**src/rtl/axi_ar_arbiter_router.sv**
```systemverilog
// rtl/axi_ar_arbiter_router.sv - AXI read-address arbiter/router, NUM_M masters to NUM_S slaves
// Optional macro AXI_AR_RR_ARB_EN selects round-robin arbitration; fixed priority otherwise.
module axi_ar_arbiter_router #(
  parameter int NUM_M     = 2,
  parameter int NUM_S     = 2,
  parameter int ID_BITS   = 4,
  parameter int MID_BITS  = 4,
  parameter int ADDR_BITS = 32,
  parameter int LEN_BITS  = 4,
  parameter int SIZE_BITS = 3,
  parameter int SEL_LSB   = 16,
  parameter int MAX_OUTST = 4,
  localparam int IDS_BITS = MID_BITS + ID_BITS
) (
  input  logic                          ACLK,
  input  logic                          ARESET,
  input  logic [NUM_M*ID_BITS-1:0]      ARID_M,
  input  logic [NUM_M*ADDR_BITS-1:0]    ARADDR_M,
  input  logic [NUM_M*LEN_BITS-1:0]     ARLEN_M,
  input  logic [NUM_M*SIZE_BITS-1:0]    ARSIZE_M,
  input  logic [NUM_M*2-1:0]            ARBURST_M,
  input  logic [NUM_M-1:0]              ARVALID_M,
  output logic [NUM_M-1:0]              ARREADY_M,
  input  logic [NUM_M-1:0]              RDONE_M,
  output logic [NUM_S*IDS_BITS-1:0]     ARID_S,
  output logic [NUM_S*ADDR_BITS-1:0]    ARADDR_S,
  output logic [NUM_S*LEN_BITS-1:0]     ARLEN_S,
  output logic [NUM_S*SIZE_BITS-1:0]    ARSIZE_S,
  output logic [NUM_S*2-1:0]            ARBURST_S,
  output logic [NUM_S-1:0]              ARVALID_S,
  input  logic [NUM_S-1:0]              ARREADY_S,
  output logic                          AR_DECERR,
  output logic [IDS_BITS-1:0]           AR_DECERR_ID
);

  localparam int MW   = (NUM_M > 1) ? $clog2(NUM_M) : 1;
  localparam int SELW = (NUM_S > 1) ? $clog2(NUM_S) : 1;
  localparam int CW   = 4;

  if (NUM_M > (1 << MID_BITS)) begin : g_cfg_check
    $error("axi_ar_arbiter_router: NUM_M exceeds 2**MID_BITS");
  end

  typedef enum logic [1:0] {IDLE, GRANT, UNMAP} state_t;

  state_t          state_q, state_d;
  logic [MW-1:0]   gnt_m_q, gnt_m_d;
  logic [SELW-1:0] gnt_s_q, gnt_s_d;
  logic [CW-1:0]   cnt_q [NUM_M];
  logic [CW-1:0]   cnt_d [NUM_M];
`ifdef AXI_AR_RR_ARB_EN
  logic [MW-1:0]   ptr_q, ptr_d;
`endif

  logic [NUM_M-1:0]    elig;
  logic [NUM_M-1:0]    inc;
  logic                win_valid;
  logic [MW-1:0]       win;
  logic [SELW-1:0]     win_sel;
  logic                win_unmapped;
  logic                hs;
  logic [IDS_BITS-1:0] comp_id;

  always_comb begin
    for (int i = 0; i < NUM_M; i++) begin
      elig[i] = ARVALID_M[i] && (cnt_q[i] < CW'(MAX_OUTST));
    end
  end

`ifdef AXI_AR_RR_ARB_EN
  // Search starts just after the last served master.
  always_comb begin
    int idx;
    idx       = 0;
    win_valid = 1'b0;
    win       = '0;
    for (int k = 1; k <= NUM_M; k++) begin
      idx = (int'(ptr_q) + k) % NUM_M;
      if (!win_valid && elig[idx]) begin
        win_valid = 1'b1;
        win       = MW'(idx);
      end
    end
  end
`else
  always_comb begin
    win_valid = 1'b0;
    win       = '0;
    for (int i = NUM_M - 1; i >= 0; i--) begin
      if (elig[i]) begin
        win_valid = 1'b1;
        win       = MW'(i);
      end
    end
  end
`endif

  always_comb begin
    if (NUM_S > 1) win_sel = ARADDR_M[int'(win) * ADDR_BITS + SEL_LSB +: SELW];
    else           win_sel = '0;
    win_unmapped = (int'(win_sel) >= NUM_S);
  end

  assign hs      = ARVALID_M[gnt_m_q] && ARREADY_S[gnt_s_q];
  assign comp_id = {MID_BITS'(gnt_m_q), ARID_M[int'(gnt_m_q) * ID_BITS +: ID_BITS]};

  always_comb begin
    state_d = state_q;
    gnt_m_d = gnt_m_q;
    gnt_s_d = gnt_s_q;
    inc     = '0;
    unique case (state_q)
      IDLE: begin
        if (win_valid) begin
          gnt_m_d = win;
          gnt_s_d = win_sel;
          state_d = win_unmapped ? UNMAP : GRANT;
        end
      end
      GRANT: begin
        if (hs) begin
          inc[gnt_m_q] = 1'b1;
          state_d      = IDLE;
        end
      end
      UNMAP: begin
        inc[gnt_m_q] = 1'b1;
        state_d      = IDLE;
      end
      default: state_d = IDLE;
    endcase
  end

`ifdef AXI_AR_RR_ARB_EN
  always_comb begin
    ptr_d = ptr_q;
    if (|inc) ptr_d = gnt_m_q;
  end
`endif

  // A completion in the same cycle as a new grant cancels out.
  always_comb begin
    for (int i = 0; i < NUM_M; i++) begin
      cnt_d[i] = cnt_q[i];
      if (inc[i] && !RDONE_M[i]) begin
        cnt_d[i] = cnt_q[i] + CW'(1);
      end else if (!inc[i] && RDONE_M[i] && (cnt_q[i] != '0)) begin
        cnt_d[i] = cnt_q[i] - CW'(1);
      end
    end
  end

  always_ff @(posedge ACLK or posedge ARESET) begin
    if (ARESET) begin
      state_q <= IDLE;
      gnt_m_q <= '0;
      gnt_s_q <= '0;
      for (int i = 0; i < NUM_M; i++) cnt_q[i] <= '0;
`ifdef AXI_AR_RR_ARB_EN
      ptr_q   <= MW'(NUM_M - 1);
`endif
    end else begin
      state_q <= state_d;
      gnt_m_q <= gnt_m_d;
      gnt_s_q <= gnt_s_d;
      for (int i = 0; i < NUM_M; i++) cnt_q[i] <= cnt_d[i];
`ifdef AXI_AR_RR_ARB_EN
      ptr_q   <= ptr_d;
`endif
    end
  end

  always_comb begin
    ARID_S       = '0;
    ARADDR_S     = '0;
    ARLEN_S      = '0;
    ARSIZE_S     = '0;
    ARBURST_S    = '0;
    ARVALID_S    = '0;
    ARREADY_M    = '0;
    AR_DECERR    = 1'b0;
    AR_DECERR_ID = '0;
    case (state_q)
      GRANT: begin
        ARID_S[int'(gnt_s_q) * IDS_BITS +: IDS_BITS]     = comp_id;
        ARADDR_S[int'(gnt_s_q) * ADDR_BITS +: ADDR_BITS] = ARADDR_M[int'(gnt_m_q) * ADDR_BITS +: ADDR_BITS];
        ARLEN_S[int'(gnt_s_q) * LEN_BITS +: LEN_BITS]    = ARLEN_M[int'(gnt_m_q) * LEN_BITS +: LEN_BITS];
        ARSIZE_S[int'(gnt_s_q) * SIZE_BITS +: SIZE_BITS] = ARSIZE_M[int'(gnt_m_q) * SIZE_BITS +: SIZE_BITS];
        ARBURST_S[int'(gnt_s_q) * 2 +: 2]                = ARBURST_M[int'(gnt_m_q) * 2 +: 2];
        ARVALID_S[gnt_s_q]                               = ARVALID_M[gnt_m_q];
        ARREADY_M[gnt_m_q]                               = ARREADY_S[gnt_s_q];
      end
      UNMAP: begin
        ARREADY_M[gnt_m_q] = 1'b1;
        AR_DECERR          = 1'b1;
        AR_DECERR_ID       = comp_id;
      end
      default: ;
    endcase
  end

endmodule
```
**config.mk**
```make
export PLATFORM = sky130hd
export DESIGN_NAME = axi_ar_arbiter_router
export DESIGN_NICKNAME = d
export VERILOG_FILES = /design/src/rtl/axi_ar_arbiter_router.sv
export SDC_FILE = /design/constraint.sdc
export NUM_CORES = 1
export LEC_CHECK = 0
export ABC_CLOCK_PERIOD_IN_PS = 2570
export BUFFER_PORTS_ARGS = -buffer_cell sky130_fd_sc_hd__buf_4
export CAP_MARGIN = 10
export CORE_ASPECT_RATIO = 0.6
export CORE_MARGIN = 10
export CORE_UTILIZATION = 35
export DETAILED_ROUTE_END_ITERATION = 8
export PLACE_DENSITY = 0.86
export SYNTH_ARGS = -nofsm -noshare
export SYNTH_HDL_FRONTEND = slang
export SYNTH_SLANG_ARGS = --single-unit
```
**constraint.sdc**
```tcl
create_clock -name ACLK -period 2.57 [get_ports ACLK]
set_clock_uncertainty 0.15 [all_clocks]
set_input_delay 0.514 -clock ACLK [delete_from_list [all_inputs] [get_ports ACLK]]
set_output_delay 0.514 -clock ACLK [all_outputs]
set_load 0.005 [all_outputs]
```
== After elaboration in Yosys (flattened, before gate mapping) ==
Index checks and enable logic that the tools add are counted.
Word-level totals
  flip-flop bits (word level): 12
  bits of input ports: 98
  output and inout bits: 111
  word-level logic and storage cells: 101
Cells by class
  add/subtract/negate cells: 10
  multipliers: 2
  order comparisons: 6
  equality and inequality tests: 4
  shift-type cells: 16
  muxes and demuxes: 29
  bitwise gates (word level): 7
  reductions and logical operators: 22
Operators by type and width (count)
  negation 3 -> 33 bit: 2
  bitwise AND 64 bit: 1
  2-to-1 mux 64 bit: 1
  variable shift 32 x 33 -> 64 bit, first input constant: 1
  indexed part select 32 x 33 -> 64 bit: 1
  indexed part select 64 x 7 -> 32 bit: 1
  indexed part select 64 x 8 -> 1 bit: 1
  negation 2 -> 33 bit: 1
  negation 4 -> 33 bit: 1
  negation 6 -> 33 bit: 1
  variable shift 2 x 33 -> 4 bit, first input constant: 1
  variable shift 3 x 33 -> 6 bit, first input constant: 1
  variable shift 4 x 33 -> 8 bit, first input constant: 1
  variable shift 8 x 33 -> 16 bit, first input constant: 1
  indexed part select 2 x 33 -> 4 bit: 1
  indexed part select 3 x 33 -> 6 bit: 1
  indexed part select 4 x 33 -> 8 bit: 1
  indexed part select 8 x 33 -> 16 bit: 1
  2-to-1 mux 4 bit: 5
  bitwise AND 16 bit: 1
  2-to-1 mux 16 bit: 1
  indexed part select 8 x 4 -> 4 bit: 2
  one-hot mux 2 bit (2 select lines): 3
  logical AND 1 bit: 11
  other kinds (27): 54

== Longest topological paths before layout ==
Gate-level depths: netlist of run 1.
  depth after elaboration: 11
  gate-level depth with buffers: 9
  depth with buffers taken out: 8

== Worst setup path after synthesis of run 1 ==
Ideal clock, no wire load.
  kind: register -> register
  start point: register gnt_s_q
  end point: register cnt_q[7] (netlist bit)
  setup time: 79 ps
  arrival time: 2067 ps
  required time: 2341 ps
  slack: 274 ps
  cell stages (with the launch flop): 9
  path buffers: 1
  period minus slack after synthesis: 2296 ps
  cell sequence: dfrtp_1 buf_6 mux2i_4 or3_4 ha_1 a21o_1 a21oi_1 mux2i_1 xor2_1
On the way
  cells in the longest elaborated chain, start to end: 9
  elaborated cells on any way between the ends: 11
  classes of those cells: 5 x mux; 6 x reduce/logical
RTL lines
  start, declared: line 48  | logic [SELW-1:0] gnt_s_q, gnt_s_d;
  start signal, assigned: line 165  | gnt_s_q <= gnt_s_d;
  2-to-1 mux 1 bit (not written as such) * (2 in series): line 104  | assign hs = ARVALID_M[gnt_m_q] && ARREADY_S[gnt_s_q];
  logical AND 1 bit *: line 104
  2-to-1 mux 2 bit *: line 121  | if (hs) begin
  one-hot mux 2 bit (2 select lines) *: line 112  | unique case (state_q)
  logical NOT 1 bit: line 147  | end else if (!inc[i] && RDONE_M[i] && (cnt_q[i] != '0)) begin
  logical AND 1 bit (2 in series): line 147
  nonzero test 2 bit (no line)
  end, declared: line 49  | logic [CW-1:0] cnt_q [NUM_M];
Every way passes the cells marked *; elsewhere a longest branch is shown, timed or not. The select of a mux whose other input is x is not followed.
A chain may end at the register's enable or synchronous reset.

== Worst setup path in the final report of run 1 ==
  start point: register gnt_m_q
  end point: output port ARADDR_S[14]
On the way
  cells in the longest elaborated chain, start to end: 4
RTL lines
  start, declared: line 47  | logic [MW-1:0] gnt_m_q, gnt_m_d;
  start signal, assigned: line 164  | gnt_m_q <= gnt_m_d;
  indexed part select 64 x 7 -> 32 bit: line 186  | ARADDR_S[int'(gnt_s_q) * ADDR_BITS +: ADDR_BITS] = ARADDR_M[int'(gnt_m_q) * ADDR_BITS +: ADDR_BITS];
  indexed part select 32 x 33 -> 64 bit: line 186
  bitwise AND 64 bit (no line)
  2-to-1 mux 64 bit: line 183  | case (state_q)
  end, declared: line 26  | output logic [NUM_S*ADDR_BITS-1:0] ARADDR_S,
No other way between the ends.

==> results of run 1 <==
-- layout by cell type (no fill, tap or decap), types with 2 or more instances in the layout --
master    instances
buf_4           200
fa_1              2
xnor2_1           2
inv_1             4
mux2i_1          55
a21oi_1           5
ha_1              4
xor2_1            3
clkbuf_8          3
o211ai_1          2
nand2_1           2
nor3_1            2
nor2_1           99
conb_1           15
dfrtp_1          10
a21o_1            2
o21ai_0           3
-- critical path, delay by kind of cell (launching register included) --
kind | cells | cell delay, ns
muxes | 1 | 0.37
DFF | 1 | 0.42
and+or+nand+nor | 1 | 0.07
buffers and inverters | 2 | 0.57
-- cell families (layout without fill, tap and decap cells) --
group                    after synthesis  count (layout)  synth area share, %
AO/OA/AOI/OAI                         18              18                7.021
XOR/XNOR                               5               5                2.386
adder cells (fa/ha/maj)                6               6                4.908
buffers and inverters                 36             209                11.25
flip-flops                            11              11                15.00
multiplexers                          58              58                32.45
other                                  1              15               0.2043
AND/OR/NAND/NOR                      115             115                26.79
-- report_power, final --
group / leakage, nW / internal, mW / total (mW) / switching, mW
registers: 0.129 / 0.268 / 0.394 / 0.126
logic: 1.70 / 1.43 / 2.78 / 1.35
clock network: 0.0228 / 0.110 / 0.181 / 0.0719
-- state kept, by name, indices dropped and copies added (netlist names) --
register and flops:
cnt_q 8, state_q 1, gnt_m_q 1, gnt_s_q 1
-- routing by layer --
| metal | share of wire, % | wire, microns | GRT usage (%) |
|---|---|---|---|
| met4 | 0.70 | 62 | 2.020 |
| met1 | 38 | 3342 | 19.75 |
| met5 | 0 | 0 | 0 |
| met3 | 9.7 | 860 | 7.390 |
| met2 | 52 | 4572 | 34.72 |
-- metrics by stage --
stage / cell area, sq um / utilization, % / power, mW
after floorplan: 1888 / - / 1.883
after CTS: 3337 / 66.01 / 3.380
after global routing: 3341 / 66.09 / 3.660
after detailed placement: 3292 / 65.12 / 3.189
after global placement: 3292 / 65.12 / 3.132
final: 3341 / 66.09 / 3.355
-- what timing repair did --
action	CTS	global route
hold buffers	0	0
resized for setup	0	1
endpoints found under the setup margin	0	4
-- how the worst max path moves through the flow --
stage                     slack [ns]           end  depth (start not counted)
after global placement          0.20      cnt_q[7]                          8
after floorplan                 0.27      cnt_q[7]                          8
after CTS                       0.07  ARADDR_S[14]                          4
final                           0.19  ARADDR_S[14]                          4
after global routing            0.09      cnt_q[7]                          7
after detailed placement        0.16      cnt_q[7]                          8
-- cell type report --
| cell class | count | area (sq um) | area share (%) |
|---|---|---|---|
| clock buffer | 4 | 45.04 | 1.348 |
| inverter | 4 | 15.01 | 0.4494 |
| multi-input combinational | 217 | 1409 | 42.17 |
| sequential | 11 | 276.5 | 8.277 |
| tap | 66 | 82.58 | 2.472 |
| timing repair buffer | 201 | 1513 | 45.28 |
==> metrics.md, run 1 <==
| Metric | Value |
|---|---|
| Fraction of layout instances using a drive strength above 1 | `48.51%` |
| Setup crit start | `gnt_m_q` |
| Async set or reset register ratio after synthesis | `100.0%` |
| Average via count per standard cell | `4.720` |
| Synth top area cells | `mux2i_1, nor2_1, dfrtp_1, buf_4, ha_1` |
| Least setup slack across all paths after layout | `0.1910 ns` |
| Antenna violations before repair | `0` |
| Unrepaired setup endpoints after global routing | `no` |
| Cell Count Post-Placement | `499` |
| Number of hold-slack violations in the final timing report | `0` |
| CTS Buf Count | `3` |
| Max Slew Vio Count | `0` |
| Dominant cell by count in the synthesized netlist | `nor2_1` |
| Total of endpoints with negative setup slack in the final report | `0` |
| Cell Rows | `20` |
| Maximum root-to-sink buffer count | `2` |
| Clock-pin transition on the worst setup and hold timing paths | `0.05 ns` |
| Reg-to-reg setup timing slack | `0.20 ns` |
| Wire length of the first global-routing pass | `13.40 mm` |
| Total Negative Setup Slacks | `0 ns` |
| Post-CTS Setup Inserts | `0` |
| Proportion of synthesized chip area in sequential cells | `15.00%` |
| Worst Hold Class | `in2async` |
| Kind of start point of the critical path | `flop` |
| Maximum number of pins on one net before global-route repair | `47` |
| DRC violation count after routing | `0` |
| Number of DRC markers after the initial detailed-route iteration | `163` |
| Post-synthesis instance area | `1836 sq um` |
| Number of enable flip-flop cells after synthesis | `0` |
| Max stage delay cell, worst path | `dfrtp_2` |
| Initial standard-cell utilization of the core | `36.31%` |
| CTS Root Buffer Type | `clkbuf_8` |
| Average wire length per cell after detail routing | `17.57 microns` |
| Die extent in y | `76.10 microns` |
| Largest stage delay on the critical path | `0.42 ns` |
| Port bufs | `193` |
| Number of library cell types mapped by synthesis | `41` |
| Post-layout net count | `542` |
| Pre-CTS worst setup slack | `0.1574 ns` |
| Worst Reg-to-Reg Cells | `7` |
| Top-level I/O count | `209` |
| Relative area change from synthesis to final layout | `82.00%` |
| Average instance area after synthesis | `7.342 sq um` |
| Core region area | `5055 sq um` |
| Endpoint required time on the critical path | `1.91 ns` |
| Worst r2r dst | `cnt_q[7]` |
| Horizontal die dimension | `113.5 microns` |
| Leakage component of the power | `1.856 nW` |
| Number of synthesis warnings | `0` |
| Antenna Violating Nets Remaining | `0` |
| Latest clock arrival within the worst-skew pair | `0.24 ns` |
| Cells after Synth | `250` |
| Number of fill cells | `439` |
| Critical Path, Cell by Cell | `buf_6 -> mux2i_1 -> nor2_1 -> buf_4` |
| Leading register cell type out of synthesis | `dfrtp_1` |
| Worst Path Max Fanout | `40` |
| Arrival time of data at the critical path endpoint | `1.71 ns` |
| Routability cong. | `0.8905` |
| Share of the synthesized area in the top cell type | `29.99%` |
| Worst setup path category | `reg2out` |
| Number of sinks handled by clock tree synthesis | `11` |
| Hold Worst Slack | `0.1370 ns` |
| Power density of the placed cells | `1004 nW/um^2` |
| Number of standard cells in the final layout excluding fillers | `503` |
| GR Overflow Total | `0` |
| Number of maximum-capacitance constraint violations | `0` |
| Total Wirelength | `8.838 mm` |
| Launching point of the worst reg2reg path | `gnt_m_q` |
| Total die area | `8636 sq um` |
| Min Tclk post-route | `2.379 ns` |
| Peak supply drop | `0.4693 mV` |
| CTS tree | `yes` |
| Via count | `2374` |
| Number of antenna cells inserted | `0` |
| Depth of the CTS H-tree | `1` |
| Run status | `finished clean` |
| Highest clock frequency the design can meet | `420.4 MHz` |
| Count of TritonRoute iterations in the first routing pass | `4` |
| Sort of element at the end of the critical path | `output pin` |
| Placed wire-length estimate after detailed placement | `7.625 mm` |
| Flip-flop and latch count after synthesis | `11` |
| Number of global-route vias before repair | `2496` |
| Cell taking the most area after synthesis | `mux2i_1` |
| Commonest cells in the synthesized netlist | `nor2_1, mux2i_1, buf_4` |
| Combined global-route utilization of all metal layers | `18.66%` |
| Share of the clock period used by the worst path after layout | `92.57%` |
Power figures use the tool's default switching activity.
==> run 2, diff against run 1 <==
ABC_AREA = 1   (was not set)
HOLD_SLACK_MARGIN = 0.08   (was not set)
==> metrics.md, run 2 <==
| Metric | Value |
|---|---|
| Worst Path Max Fanout | `46 (was 40)` |
| Average instance area after synthesis | `6.599 sq um (was 7.342 sq um)` |
| Largest register FFs | `8 (unchanged)` |
| Maximum number of pins on one net before global-route repair | `47 (unchanged)` |
| Worst setup path category | `reg2out (unchanged)` |
| Min Tclk post-route | `2.282 ns (was 2.379 ns)` |
| Total power of the final layout | `2.967 mW (was 3.355 mW)` |
| Fraction of layout instances using a drive strength above 1 | `45.99% (was 48.51%)` |
| Share of the clock period used by the worst path after layout | `88.79% (was 92.57%)` |
| Synth top area cells | `mux2i_1, nor2_1, dfrtp_1, buf_4, nand2_1 (was mux2i_1, nor2_1, dfrtp_1, buf_4, ha_1)` |
| Flip-flop and latch count after synthesis | `11 (unchanged)` |
| Reg-to-reg setup timing slack | `0.47 ns (was 0.20 ns)` |
| Latest clock arrival within the worst-skew pair | `0.23 ns (was 0.24 ns)` |
| Average wire length per cell after detail routing | `17.11 microns (was 17.57 microns)` |
| Leakage component of the power | `1.896 nW (was 1.856 nW)` |
| Horizontal die dimension | `113.3 microns (was 113.5 microns)` |
| Combined global-route utilization of all metal layers | `19.15% (was 18.66%)` |
| Category of cells accounting for the largest share of critical-path delay | `buffers and inverters (unchanged)` |
| Wire length of the first global-routing pass | `13.59 mm (was 13.40 mm)` |
| Largest stage delay on the critical path | `0.46 ns (was 0.42 ns)` |
| Critical Path, Cell by Cell | `buf_12 -> mux2i_1 -> nor2_1 -> buf_4 (was buf_6 -> mux2i_1 -> nor2_1 -> buf_4)` |
| DRC violation count after routing | `0 (unchanged)` |
| Average via count per standard cell | `4.596 (was 4.720)` |
| Relative area change from synthesis to final layout | `80.01% (was 82.00%)` |
| Number of buffers inserted by hold repair at cts | `0 (unchanged)` |
| CTS Buf Count | `3 (unchanged)` |
| Number of hold-slack violations in the final timing report | `0 (unchanged)` |
| Endpoint required time on the critical path | `1.91 ns (about the same)` |
| Number of DRC markers after the initial detailed-route iteration | `171 (was 163)` |
| Total Wirelength | `9.016 mm (was 8.838 mm)` |
| Crit path buf inv count | `2 (unchanged)` |
| Number of library cell types mapped by synthesis | `26 (was 41)` |
| Async set or reset register ratio after synthesis | `100.0% (unchanged)` |
| Arrival time of data at the critical path endpoint | `1.62 ns (was 1.71 ns)` |
| Clock-pin transition on the worst setup and hold timing paths | `0.05 ns (about the same)` |
| Number of global-route vias before repair | `2512 (was 2496)` |
| Largest register by flop count | `cnt_q (unchanged)` |
| Total Negative Setup Slacks | `0 ns (unchanged)` |
| Most common cell after layout, fill and taps aside | `buf_4 (unchanged)` |
| Cells after Synth | `277 (was 250)` |
| GR Overflow Total | `0 (unchanged)` |
| Number of synthesis warnings | `0 (unchanged)` |
| Unrepaired setup endpoints after global routing | `no (unchanged)` |
| CTS tree | `yes (unchanged)` |
| Count of TritonRoute iterations in the first routing pass | `5 (was 4)` |
| Peak supply drop | `0.5665 mV (was 0.4693 mV)` |
| Antenna violations before repair | `0 (unchanged)` |
| Post-layout net count | `566 (was 542)` |
| Core region area | `5055 sq um (unchanged)` |
| Maximum root-to-sink buffer count | `2 (unchanged)` |
| Dominant cell by count in the synthesized netlist | `nor2_1 (unchanged)` |
| Highest clock frequency the design can meet | `438.2 MHz (was 420.4 MHz)` |
| Sort of element at the end of the critical path | `output pin (unchanged)` |
| Total die area | `8609 sq um (was 8636 sq um)` |
| Commonest cells in the synthesized netlist | `nor2_1, mux2i_1, nand2_1 (was nor2_1, mux2i_1, buf_4)` |
| Depth of the CTS H-tree | `1 (unchanged)` |
| Via count | `2422 (was 2374)` |
| Number of enable flip-flop cells after synthesis | `0 (unchanged)` |
| Number of antenna cells inserted | `0 (unchanged)` |
| Antenna Violating Nets Remaining | `0 (unchanged)` |
| Kind of start point of the critical path | `flop (unchanged)` |
| Routability cong. | `0.8643 (was 0.8905)` |
| Number of maximum-capacitance constraint violations | `0 (unchanged)` |
| Cell taking the most area after synthesis | `mux2i_1 (unchanged)` |
| Total of endpoints with negative setup slack in the final report | `0 (unchanged)` |
| Initial standard-cell utilization of the core | `36.16% (was 36.31%)` |
| Placed wire-length estimate after detailed placement | `7.704 mm (was 7.625 mm)` |
| Post-CTS Setup Inserts | `0 (unchanged)` |
| Cells resized by post-CTS repair | `0 (unchanged)` |
| Max Slew Vio Count | `0 (unchanged)` |
| CTS Root Buffer Type | `clkbuf_8 (unchanged)` |
| Top-level I/O count | `209 (unchanged)` |
| Number of sinks handled by clock tree synthesis | `11 (unchanged)` |
| Cell Rows | `20 (unchanged)` |
| Die extent in y | `75.98 microns (was 76.10 microns)` |
| Port bufs | `193 (unchanged)` |
| Run status | `finished clean (unchanged)` |
| Leading register cell type out of synthesis | `dfrtp_1 (unchanged)` |
| Proportion of synthesized chip area in sequential cells | `15.06% (was 15.00%)` |
| Power density of the placed cells | `901.7 nW/um^2 (was 1004 nW/um^2)` |
| Max stage delay cell, worst path | `dfrtp_2 (unchanged)` |
| Share of the synthesized area in the top cell type | `24.64% (was 29.99%)` |
| Commonest non-fill, non-tap cells in the layout | `buf_4, nor2_1, mux2i_1 (unchanged)` |
| Post-synthesis instance area | `1828 sq um (was 1836 sq um)` |
| Worst Hold Class | `in2async (unchanged)` |
run 2: power by group:
group,switching [mW],total (mW),internal [mW]
logic,1.21,2.40,1.18
registers,0.130,0.397,0.267
clock network,0.0651,0.174,0.109
run 2: worst paths after layout:
path | startpoint | end | cells past startpoint
worst min register to register | cnt_q[3] | cnt_q[3] | 2
worst min-delay path | ARESET | state_q[0] | 2
min in group ACLK | cnt_q[3] | cnt_q[3] | 2
worst max-delay path | gnt_m_q | ARADDR_S[50] | 4
max in group asynchronous | ARESET | gnt_m_q | 2
worst max register to register | state_q[0] | cnt_q[7] | 11
run 2: layout make-up:
type | instances | area [sq um]
fill | 464 | 1764
timing repair buffer | 196 | 1496
multi-input combinational | 234 | 1330
sequential | 11 | 276.5
tap | 66 | 82.58
inverter | 16 | 60.06
clock buffer | 4 | 45.04
run 2: cells by family after synthesis:
family / share of synthesized area [%]
AOI/OAI and AO/OA: 2.806
xor gates and xnor gates: 2.328
and+or+nand+nor: 34.98
buffers and inverters: 15.06
DFF: 15.06
other: 0.2051
muxes: 24.64
adders and majority gates: 4.928
run 2: per-layer routing:
layer  global-route usage (%)  vias to the layer above  part of all wire, %
met1                    19.95                     1083                   36
met4                    3.914                        0                  1.6
met2                    34.98                      107                   52
met3                    8.019                       10                   11
met5                        0                        -                    0
li1                         -                     1222                    -
run 2: per-stage QoR:
step           setup slack [ns]  area [sq um]  hold slack [ns]  util [%]  cells
2_1_floorplan            0.6601          1881           0.2164         -    291
3_3_place_gp             0.4999          3246           0.3084     64.21    523
3_5_place_dp             0.4172          3246           0.3400     64.21    523
4_1_cts                  0.2968          3291           0.1581     65.10    527
5_1_grt                  0.2243          3291           0.1745     65.10    527
6_report                 0.2881          3291           0.1333     65.10    527
